**src/rtl/wb_stage.sv**
```systemverilog
// Writeback pipeline register: picks ALU or extended load data, flags faulting loads.
// Optional retired-instruction counter is built when WB_RETIRE_CNT_EN is defined.
module wb_stage #(
  parameter int XLEN = 32
) (
  input  logic            clk,
  input  logic            rst,
  input  logic            stall,
  input  logic            in_valid,
  input  logic            in_reg_write,
  input  logic [4:0]      in_rd,
  input  logic            in_mem_to_reg,
  input  logic [2:0]      in_funct3,
  input  logic [1:0]      in_addr_lo,
  input  logic [XLEN-1:0] in_alu_result,
  input  logic [XLEN-1:0] in_mem_rdata,
  output logic            reg_write,
  output logic [4:0]      write_reg,
  output logic [XLEN-1:0] write_data,
  output logic            wb_valid,
  output logic            load_err
`ifdef WB_RETIRE_CNT_EN
  ,
  output logic [XLEN-1:0] retire_count
`endif
);

  logic [7:0]      lane_b;
  logic [15:0]     lane_h;
  logic [XLEN-1:0] ld_data;
  logic            ld_fault;
  logic            err;
  logic            capture;

  logic            valid_q, valid_d;
  logic            rw_q, rw_d;
  logic            err_q, err_d;
  logic [4:0]      rd_q, rd_d;
  logic [XLEN-1:0] data_q, data_d;
`ifdef WB_RETIRE_CNT_EN
  logic [XLEN-1:0] cnt_q, cnt_d;
`endif

  always_comb begin
    case (in_addr_lo)
      2'd0:    lane_b = in_mem_rdata[7:0];
      2'd1:    lane_b = in_mem_rdata[15:8];
      2'd2:    lane_b = in_mem_rdata[23:16];
      default: lane_b = in_mem_rdata[31:24];
    endcase
    lane_h = in_addr_lo[1] ? in_mem_rdata[31:16] : in_mem_rdata[15:0];

    ld_data  = in_mem_rdata;
    ld_fault = 1'b0;
    case (in_funct3)
      3'b000: ld_data = {{(XLEN-8){lane_b[7]}}, lane_b};
      3'b001: begin
        ld_data  = {{(XLEN-16){lane_h[15]}}, lane_h};
        ld_fault = in_addr_lo[0];
      end
      3'b010: ld_fault = (in_addr_lo != 2'd0);
      3'b100: ld_data = {{(XLEN-8){1'b0}}, lane_b};
      3'b101: begin
        ld_data  = {{(XLEN-16){1'b0}}, lane_h};
        ld_fault = in_addr_lo[0];
      end
      default: ld_fault = 1'b1;
    endcase

    // Faults only matter on the load path; ALU results ignore funct3/addr.
    err     = in_mem_to_reg & ld_fault;
    capture = in_valid & ~stall;

    valid_d = 1'b0;
    rw_d    = 1'b0;
    err_d   = 1'b0;
    rd_d    = rd_q;
    data_d  = data_q;
`ifdef WB_RETIRE_CNT_EN
    cnt_d   = cnt_q;
`endif
    if (capture) begin
      valid_d = 1'b1;
      rw_d    = in_reg_write & ~err & (in_rd != 5'd0);
      err_d   = err;
      rd_d    = in_rd;
      data_d  = in_mem_to_reg ? ld_data : in_alu_result;
`ifdef WB_RETIRE_CNT_EN
      if (!err) cnt_d = cnt_q + 1'b1;
`endif
    end
  end

  always_ff @(posedge clk) begin
    if (rst) begin
      valid_q <= 1'b0;
      rw_q    <= 1'b0;
      err_q   <= 1'b0;
      rd_q    <= 5'd0;
      data_q  <= '0;
`ifdef WB_RETIRE_CNT_EN
      cnt_q   <= '0;
`endif
    end else begin
      valid_q <= valid_d;
      rw_q    <= rw_d;
      err_q   <= err_d;
      rd_q    <= rd_d;
      data_q  <= data_d;
`ifdef WB_RETIRE_CNT_EN
      cnt_q   <= cnt_d;
`endif
    end
  end

  assign wb_valid   = valid_q;
  assign reg_write  = rw_q;
  assign load_err   = err_q;
  assign write_reg  = rd_q;
  assign write_data = data_q;
`ifdef WB_RETIRE_CNT_EN
  assign retire_count = cnt_q;
`endif

endmodule

```
**config.mk**
```make
export PLATFORM = sky130hd
export DESIGN_NAME = wb_stage
export DESIGN_NICKNAME = d
export VERILOG_FILES = /design/src/rtl/wb_stage.sv
export SDC_FILE = /design/constraint.sdc
export NUM_CORES = 1
export LEC_CHECK = 0
export ABC_AREA = 0
export CELL_PAD_IN_SITES_DETAIL_PLACEMENT = 1
export CELL_PAD_IN_SITES_GLOBAL_PLACEMENT = 1
export CORE_ASPECT_RATIO = 0.7
export CORE_MARGIN = 5
export CORE_UTILIZATION = 29
export DETAILED_ROUTE_END_ITERATION = 10
export PLACE_DENSITY_LB_ADDON = 0.2
export REMOVE_ABC_BUFFERS = 1
export SETUP_SLACK_MARGIN = 0.4
export SYNTH_ARGS = -nofsm -noshare
export SYNTH_HDL_FRONTEND = slang
export SYNTH_SLANG_ARGS = --single-unit
```
**constraint.sdc**
```tcl
create_clock -name clk -period 4.7 [get_ports clk]
set_clock_uncertainty 0.2 [all_clocks]
set_input_delay 1.41 -clock clk [delete_from_list [all_inputs] [get_ports clk]]
set_output_delay 1.41 -clock clk [all_outputs]
set_load 0.01 [all_outputs]
```
Word-level counts from Yosys, hierarchy flattened

Index checks and enable logic that the tools add are counted.

Bits in registers: 40
Output and inout port bits: 40
Word-level logic and storage cells: 31

Eq/ne operators: 6
Multiplexer cells: 6
Bitwise logic cells: 7
Reductions and logical operators: 7

Operators by type and width:

| cell               | number |
|---|---|
| $pmux 32 s4        | 1 |
| $mux 32            | 1 |
| $pmux 8 s3         | 1 |
| $mux 16            | 1 |
| $eq 3x3->1 const B | 2 |
| $reduce_or 2->1    | 3 |
| $reduce_bool 5->1  | 1 |
| $and 1x1->1        | 4 |
| $eq 3x1->1 const B | 1 |
| $eq 3x2->1 const B | 1 |
| $logic_not 3->1    | 1 |
| $not 1->1          | 3 |
| $pmux 1 s3         | 1 |
| $eq 2x1->1 const B | 1 |
| $eq 2x2->1 const B | 1 |
| $logic_not 2->1    | 1 |
| $reduce_bool 2->1  | 1 |
| $mux 1             | 1 |

Longest topological paths before layout

Word-level depth: 7
Gate-level depth with buffers: 7

Worst setup path after synthesis

No wires, ideal clock.

Kind: input to register
Start point: in in_addr_lo[1]
End point: reg data_q[23], in the netlist write_data[23]
Arrival time: 2.693 ns
Data required time: 4.350 ns
Path slack: 1.657 ns
Cell stages on the path: 7
Buffers on the path: 3
Path through: buf_4 mux4_2 nand2_2 and4_1 buf_6 buf_8 a221oi_2

Cells in the longest elaborated chain, start to end: 4
Elaborated cells between the ends (all ways): 7
Classes of those cells: 2 x eq/ne; 4 x mux; 1 x reduce/logical

Ends and longest elaborated chain:

| item                                     | RTL line | RTL |
|---|---|---|
| start, declared                          | 14       | `input logic [1:0] in_addr_lo,` |
| $eq 2x2->1, or another cell as far along | 45       | `case (in_addr_lo)` |
| $pmux 8 s3                               | 45       |  |
| $pmux 32 s4 (*)                          | 55       | `case (in_funct3)` |
| $mux 32 (*)                              | 87       | `data_d = in_mem_to_reg ? ld_data : in_alu_result;` |
| end signal, assigned                     | 109      | `data_q <= data_d;` |
| end, declared                            | 39       | `logic [XLEN-1:0] data_q, data_d;` |

Every way passes the cells marked *; elsewhere a longest branch is shown, timed or not.
A chain may end at the register's enable or synchronous reset.

Worst setup path after layout

Start point: in in_addr_lo[1]
End point: reg data_q[21], in the netlist write_data[21]

The elaborated chain is that of the path after synthesis.

==> results.txt <==
H-Tree Depth = 2
Leakage = 1.27 nW
warnings from Yosys = 0
clock sinks = 40
HPWL Detailed = 6910 um
setup repair bufs after CTS = 0
final setup fails = 0
drt drc = 0
ys flop type = dfxtp_1
Vias/cell = 5.34
Inst Count DP = 487
RR Startpoint = write_data[0]
final hold violation count = 0
min-delay worst type = reg2reg
dpl ws = 0.552 ns
Diodes inserted = 0
Net count, final = 473
clock latency on the worst-skew pair = 0.28 ns
sequential area share after synthesis = 0.349
antenna viol nets, final = 0
PwrDens = 261 nW/um^2
Peak Freq = 0.259 GHz
clock-pin slew on the worst setup and hold paths = 0.06 ns
Max clock buf depth = 2
total CTS buffers = 5
Worst Setup SP = in_addr_lo[1]
Final min period = 3.87 ns
filler cell count = 932
vias = 2,645
Setup TNS Final = 0 ns
Remaining Overflow, GRT = 0
Setup WS post-layout = 0.832 ns
design area = 3680 sq um
FF-to-FF End = write_data[0]
Area after DPL = 3530 sq um
Gate Count Post-Synth = 290
final WL = 9520 um
first-pass GRT wire length = 15,000 um
count leader, synth = nand2_1
Total GRT Usage = 0.193
Die W = 116 um
Max FO, Critical Path = 16
post-CTS resize count = 0
initial antenna violation count = 0
CP endpoint = write_data[21]
Critical Path End Type = flop
Die ar. = 9830 sq um
Die Ht = 84.5 um
RePlAce Congestion = 0.783
area leader, netlist = dfxtp_1
Synth top cells by count = nand2_1, dfxtp_1, o21ai_0
number of library cell types mapped by synthesis = 38
IO Count = 120
largest net degree at the start of global routing = 48
synthesis-stage register bit count = 40
status = finished clean
WL per Instance = 19.2 um
Synth top area share = 0.349
R2R Setup Slk = 3.64 ns
Netlist Area Pre-Place = 2300 sq um
VDD IR max = 0.000136 V
Mean Syn Cell Area = 7.92 sq um
PortBufs = 119
RSZ-0062 raised after global routing = no
crit start category = input pin
Initial Util = 0.294
synth top area cells = dfxtp_1, nand2_1, a221oi_2
synthesis-to-finish area growth = 60.0%
Core Area = 7800 sq um
number of enable flip-flop cells after synthesis = 0
Placement Rows = 27
Crit Path Class = in2reg
Period Utilization, post-route = 0.823
Reg2Reg Depth = 3
vias in the first global route = 2,766
CP required = 4.61 ns
DRT iter0 DRCs = 93
Slew headroom = 0.331
WP data arrival = 3.78 ns
PnR Total Power = 959 uW
number of flip-flops in the largest register = 32
max-cap violations = 0
clk root buf = clkbuf_16
CTS tree = built
Final Instance Count excl. Fillers = 495
Worst-Margin Slew = 1.00 ns
Async SR Flop Fraction = 0
drt first pass iters = 5
fraction of layout cells with a size suffix above 1 = 0.0761
Slew Viols, Final = 0
hold buffer count at CTS = 0
## stage by stage
stage,utilization,hold slack [ns]
final,0.471,0.254
after global routing,0.471,0.280
after CTS,0.471,0.259
after detailed placement,0.452,0.250
after global placement,0.452,0.244
after floorplan,-,0.274
## report_power, final
group	internal, mW	switching [mW]
registers	0.358	0.0101
clock network	0.210	0.141
logic	0.130	0.110
## cells by family (layout without fill, tap and decap cells)
family	Yosys count	count (layout)	share of synthesized area
and+or+nand+nor	108	108	0.224
AOI/OAI and AO/OA	103	103	0.332
DFF	40	40	0.349
buffers and inverters	33	137	0.0643
muxes	6	6	0.0316
## placed cells by master (no fill, tap or decap), types with 6 or more instances in the layout
cell type	synthesis	layout
nand2_1	54	54
clkdlybuf4s50_1	0	118
nor3_1	11	11
a21oi_1	23	23
o2111ai_1	8	8
a221oi_2	10	10
buf_4	1	6
a32o_1	8	8
a221oi_1	6	6
o21ai_0	29	29
nor2_1	12	12
dfxtp_1	40	40
nor2b_1	9	8
## how the worst min path moves through the flow
stage | from | end | slack (ns) | depth (start not counted)
6_report | write_reg[0] | write_reg[0] | 0.25 | 2
5_1_grt | write_reg[0] | write_reg[0] | 0.28 | 2
4_1_cts | write_reg[0] | write_reg[0] | 0.26 | 2
3_5_place_dp | write_reg[0] | write_reg[0] | 0.25 | 2
3_3_place_gp | write_reg[4] | write_reg[4] | 0.24 | 2
2_1_floorplan | write_reg[0] | write_reg[0] | 0.27 | 2
## worst max-delay path, cell delays in order
cell and delay [ns]:
clkdlybuf4s50_1 0.55, mux4_2 0.53, nand2_2 0.18, and4_1 0.90
a221oi_1 0.19
## final cells by class
type	instances	area [sq um]	share of cell area
inverter	4	15.0	0.00408
clock inverter	2	10.0	0.00272
sequential	40	801	0.218
multi-input combinational	217	1350	0.368
clock buffer	6	139	0.0378
timing repair buffer	125	1230	0.335
tap	101	126	0.0344
## metal layers
layer / GRT usage / vias up / part of all wire
met1: 0.273 / 1262 / 0.48
met5: 0 / - / 0
met3: 0.0598 / 9 / 0.086
met2: 0.292 / 92 / 0.43
li1: - / 1282 / -
met4: 0.0348 / 0 / 0.0071
No activity file was read; power rests on OpenSTA's default activity.
